File: config.mk
export PLATFORM = sky130hd
export DESIGN_NAME = led_blink_drv
export DESIGN_NICKNAME = d
export VERILOG_FILES = /design/src/rtl/led_blink_drv.sv
export SDC_FILE = /design/constraint.sdc
export NUM_CORES = 1
export LEC_CHECK = 0
export ABC_AREA = 0
export CELL_PAD_IN_SITES_DETAIL_PLACEMENT = 1
export CELL_PAD_IN_SITES_GLOBAL_PLACEMENT = 2
export CORE_MARGIN = 2
export CORE_UTILIZATION = 39
export CTS_CLUSTER_DIAMETER = 80
export DETAILED_ROUTE_END_ITERATION = 10
export PLACE_DENSITY = 0.93
export SLEW_MARGIN = 20
export SYNTH_ARGS = -nofsm -noshare
export SYNTH_HDL_FRONTEND = slang
export SYNTH_SLANG_ARGS = --single-unit
File: constraint.sdc
create_clock -name clk_i -period 4.55 [get_ports clk_i]
set_input_delay 0.91 -clock clk_i [delete_from_list [all_inputs] [get_ports clk_i]]
set_output_delay 0.91 -clock clk_i [all_outputs]
set_load 0.01 [all_outputs]
File: src/rtl/led_blink_drv.sv
// led_blink_drv: turns one-cycle event strobes into LED blink bursts, queuing extra events.
// Build option: define LED_ACTIVE_LOW_EN to drive an active-low LED pad.
module led_blink_drv #(
    parameter int CLK_FREQ = 100000000,
    parameter int ON_MS    = 100,
    parameter int OFF_MS   = 100,
    parameter int BLINKS   = 3,
    parameter int PEND_W   = 4
) (
    input  logic              clk_i,
    input  logic              rst_i,
    input  logic              trig_i,
    output logic              led_o,
    output logic              busy_o,
    output logic [PEND_W-1:0] pend_o
);

    // state | meaning
    // IDLE  | no burst playing, LED dark
    // ON    | LED lit, phase counts down ON_CYC cycles
    // OFF   | LED dark, phase counts down OFF_CYC cycles

    typedef enum logic [1:0] {ST_IDLE, ST_ON, ST_OFF} state_t;

    localparam logic [31:0] ON_LOAD  = 32'(CLK_FREQ / 1000 * ON_MS - 1);
    localparam logic [31:0] OFF_LOAD = 32'(CLK_FREQ / 1000 * OFF_MS - 1);
    localparam int BLINK_W = $clog2(BLINKS + 1);
    localparam logic [BLINK_W-1:0] BLINK_ONE  = BLINK_W'(1);
    localparam logic [BLINK_W-1:0] BLINK_LAST = BLINK_W'(BLINKS);
    localparam logic [PEND_W-1:0]  PEND_MAX   = '1;

`ifdef LED_ACTIVE_LOW_EN
    localparam logic LED_LIT = 1'b0;
`else
    localparam logic LED_LIT = 1'b1;
`endif
    localparam logic LED_DARK = ~LED_LIT;

    state_t             state;
    logic [31:0]        phase;
    logic [BLINK_W-1:0] blink;
    logic [PEND_W-1:0]  pend_inc;

    // Saturating increment: events beyond the queue depth are dropped.
    assign pend_inc = (pend_o == PEND_MAX) ? pend_o : pend_o + 1'b1;

    always_ff @(posedge clk_i) begin
        if (rst_i) begin
            state  <= ST_IDLE;
            phase  <= '0;
            blink  <= '0;
            led_o  <= LED_DARK;
            busy_o <= 1'b0;
            pend_o <= '0;
        end else begin
            case (state)
                ST_IDLE: begin
                    if (trig_i) begin
                        state  <= ST_ON;
                        phase  <= ON_LOAD;
                        blink  <= BLINK_ONE;
                        led_o  <= LED_LIT;
                        busy_o <= 1'b1;
                    end
                end
                ST_ON: begin
                    if (trig_i)
                        pend_o <= pend_inc;
                    if (phase == 32'd0) begin
                        state <= ST_OFF;
                        phase <= OFF_LOAD;
                        led_o <= LED_DARK;
                    end else begin
                        phase <= phase - 32'd1;
                    end
                end
                ST_OFF: begin
                    if (phase != 32'd0) begin
                        phase <= phase - 32'd1;
                        if (trig_i)
                            pend_o <= pend_inc;
                    end else if (blink != BLINK_LAST) begin
                        state <= ST_ON;
                        phase <= ON_LOAD;
                        blink <= blink + 1'b1;
                        led_o <= LED_LIT;
                        if (trig_i)
                            pend_o <= pend_inc;
                    end else if (pend_o != '0) begin
                        // Queued burst starts back-to-back; a coincident trig replaces the one consumed.
                        state <= ST_ON;
                        phase <= ON_LOAD;
                        blink <= BLINK_ONE;
                        led_o <= LED_LIT;
                        if (!trig_i)
                            pend_o <= pend_o - 1'b1;
                    end else if (trig_i) begin
                        state <= ST_ON;
                        phase <= ON_LOAD;
                        blink <= BLINK_ONE;
                        led_o <= LED_LIT;
                    end else begin
                        state  <= ST_IDLE;
                        blink  <= '0;
                        busy_o <= 1'b0;
                    end
                end
                default: begin
                    state  <= ST_IDLE;
                    phase  <= '0;
                    blink  <= '0;
                    led_o  <= LED_DARK;
                    busy_o <= 1'b0;
                end
            endcase
        end
    end

endmodule

==> key figures <==
Run status
  • Result of the run: finished clean

Hold path
  • Hold_sp: phase[22]$_SDFF_PP0_
  • Worst hold-check path type: flip-flop to flip-flop
  • Hold Path Stages: 1
  • Hold Path Sink: phase[22]$_SDFF_PP0_

Clocking
  • CTS tree: done
  • Hold buffers post-CTS: 0
  • Total setup buffers inserted after CTS: 0
  • Total CTS buffers: 5
  • Clock transition at the registers of the reported paths: 90 ps
  • H-tree depth reported by CTS: 2
  • Worst-skew pair later-pin latency: 300 ps
  • # resized after CTS: 0
  • Longest Clk Path Bufs: 2
  • CTS root buf: sky130_fd_sc_hd__clkbuf_8
  • CTS Sinks: 42

Power
  • Max IR drop VDD: 157 uV
  • Areal power density over the cells: 419 nW/um^2
  • Leakage: 1.06 nW
  • Power after layout: 1.23 mW

STA
  • Highest achievable clock rate: 0.346 GHz
  • Max-slew violation total from the final report: 0
  • Final critical path time including I/O delays and setup: 2890 ps
  • Fraction of the cycle the final worst path needs: 63.6%
  • Least-Margin Pin Slew: 983 ps
  • Worst slew margin relative to its limit: 34.1%
  • Setup repair after global routing missed its margin: false
  • Setup skew after layout: 8.26 ps
  • Hold Vio Cnt, Final: 0
  • Final setup violating endpoints: 0
  • Hold_ws: 497 ps
  • Final TNS setup: 0 ps

Yosys
  • Portion of netlist area occupied by mux cells: 0.419%
  • Dominant register cell in the synthesized netlist: sky130_fd_sc_hd__dfxtp_1
  • Number of instances in the synthesized netlist: 355
  • Main combinational cell family by area after synthesis: simple AND/OR/NAND/NOR gates
  • Most area-consuming cells after synthesis: sky130_fd_sc_hd__dfxtp_1, sky130_fd_sc_hd__o21ai_0, sky130_fd_sc_hd__a21oi_1, sky130_fd_sc_hd__nand2_1, sky130_fd_sc_hd__ha_1
  • Simple-gate portion of the synthesized area: 30.4%
  • Compound-gate portion of the synthesized area: 25.1%
  • Seq/Total Area, Yosys: 31.3%
  • Netlist area before placement: 2690 um^2
  • Count of yosys warnings during synthesis: 0
  • Yosys top cell area share: 31.3%
  • Number of synthesized register bits: 42
  • Area leader, netlist: sky130_fd_sc_hd__dfxtp_1
  • Synth cell types: 51
  • Share of synthesized cell area in full adder, half adder and majority cells: 4.19%
  • Number of synthesized flops with an enable pin: 0
  • Asr flop ratio synth: 0%
  • Most frequent cell after synthesis: sky130_fd_sc_hd__dfxtp_1
  • Top cell types by occurrence after synthesis: sky130_fd_sc_hd__dfxtp_1, sky130_fd_sc_hd__nand2_1, sky130_fd_sc_hd__o21ai_0, sky130_fd_sc_hd__a21oi_1, sky130_fd_sc_hd__nor2_1
  • Post-synth net total: 367
  • Share of the synthesized netlist area taken by xor and xnor gates: 3.58%
  • Post-synthesis area per instance: 7.57 um^2

Routing
  • Final wirelength: 7860 um
  • Vias/cell: 6.11
  • Number of iterations in the first detailed-routing pass: 4
  • Via count: 2,674
  • DRC violation total after the first TritonRoute iteration: 106
  • Post-DRT Antenna Nets: 0
  • WL per Instance: 17.9 um
  • Remaining design rule violation count: 0

Floorplan
  • Core Region: 6720 um^2
  • Initial core utilization: 40.0%
  • Site row count: 30
  • Floorplan die area: 7570 um^2
  • Die H: 87.0 um
  • Horizontal extent of the die: 87.0 um
  • IO Pins: 9

Global routing
  • Vias in the first global route: 2,658
  • All-Layer GR Usage: 22.3%
  • Antenna violations before repair: 0
  • Remaining global-route overflow: 0
  • First-pass GRT wire length: 13,500 um
  • Maximum number of pins on one net before global-route repair: 24

Critical path
  • Reg-to-reg endpoint: phase[31]$_SDFF_PP0_
  • Kind of end point of the critical path: flip-flop
  • Critical path start-end classification: flip-flop to flip-flop
  • Kind of start point of the critical path: flip-flop
  • Highest net fanout along the worst path: 11
  • FF-to-FF setup slack: 1660 ps
  • Beginning of the worst register-to-register path: phase[0]$_SDFF_PP0_
  • Worst Reg2Reg Path Length in Cells: 8
  • Required time of the critical path: 4790 ps
  • Worst EP arrival: 3140 ps

Placed design
  • Detail Placement HPWL: 5750 um
  • PortBufs: 8
  • Routability cong.: 0.829

Layout
  • Count of inserted antenna diode cells: 0
  • Layout fillers: 836
  • Syn-to-layout area delta: 9.68%
  • Post-layout util: 43.9%
  • Final nets: 370
  • Share of post-route cells with drive strength above 1: 6.70%

Run
  • Max-Cap Viols: 0
## kinds of logic (layout without fill, tap and decap cells)
family / after synthesis / after routing
compound gates: 111 / 111
xor+xnor: 11 / 11
fa+ha+maj: 9 / 9
simple gates: 148 / 148
buf+inv: 33 / 36
mux: 1 / 1
flops: 42 / 42
## cell type report
cell class | count | area, um^2 | area share, %
repair buffers | 14 | 125 | 4.24
multi-input cells | 280 | 1710 | 58.1
inverters | 15 | 56.3 | 1.91
flip-flops and latches | 42 | 841 | 28.5
well taps | 80 | 100 | 3.40
clock buffers | 6 | 82.6 | 2.80
clock inverters | 1 | 30.0 | 1.02
## worst max path at each step
| stage | start | slack (ps) | to |
|---|---|---|---|
| after floorplan | phase[12]$_SDFF_PP0_ | 2280 | phase[31]$_SDFF_PP0_ |
| after global placement | trig_i | 1440 | phase[19]$_SDFF_PP0_ |
| after detailed placement | trig_i | 1380 | phase[9]$_SDFF_PP0_ |
| after CTS | phase[0]$_SDFF_PP0_ | 1620 | phase[31]$_SDFF_PP0_ |
| after global routing | phase[0]$_SDFF_PP0_ | 1370 | phase[31]$_SDFF_PP0_ |
| final | phase[0]$_SDFF_PP0_ | 1660 | phase[31]$_SDFF_PP0_ |
## sequential cells by signal (all words and copies together), names as in the netlist
register and count:
blink 2, busy_o 1, led_o 1, pend_o 4
phase 32, state 2
## critical path: stages, from the launching register on
cell and delay (ps):
sky130_fd_sc_hd__dfxtp_1 390, sky130_fd_sc_hd__inv_1 80, sky130_fd_sc_hd__ha_1 230, sky130_fd_sc_hd__nor2b_1 180
sky130_fd_sc_hd__and4_1 300, sky130_fd_sc_hd__a31oi_1 830, sky130_fd_sc_hd__nand2_1 310, sky130_fd_sc_hd__or3_1 430
sky130_fd_sc_hd__nand3_1 80
## cells in the final DEF, fill, tap and decap left out, drive strengths merged, types with 2 or more instances in the layout
master         instances
o21ai                 35
xor2                   8
nor3b                  2
and4                   3
nand2b                 4
inv                   15
o31ai                  2
or3                    5
o31a                   2
buf                    6
a31oi                 15
dfxtp                 42
a211oi                 3
a21o                   3
a21oi                 31
and2                   4
nand4                  7
nor4                  14
nand3                 14
or4                    4
a311oi                 2
clkbuf                 6
o211ai                 2
xnor2                  3
nand3b                 3
nor2                  26
nor3                  17
nor2b                  6
clkdlybuf4s50          8
ha                     9
a41oi                  5
o311a                  2
nand2                 37
## stage by stage
stage | cell area (um^2) | setup WS (ps) | cells
2_1_floorplan | 2690 | 2280 | 355
3_3_place_gp | 2840 | 1440 | 431
3_5_place_dp | 2840 | 1380 | 431
4_1_cts | 2950 | 1620 | 438
5_1_grt | 2950 | 1370 | 438
6_report | 2950 | 1660 | 438
## metal layers
| layer | global-route usage (%) | share of wire, % |
|---|---|---|
| met5 | 0 | 0 |
| met4 | 6.96 | 1.8 |
| met3 | 3.60 | 2.5 |
| met2 | 34.9 | 47 |
| met1 | 31.5 | 49 |
## power by group
part | leakage, nW | switching, mW | internal, mW
Clock | 0.0573 | 0.136 | 0.176
Combinational | 0.662 | 0.273 | 0.163
Sequential | 0.344 | 0.0708 | 0.416
Total | 1.06 | 0.479 | 0.755
Power figures use the tool's default switching activity.
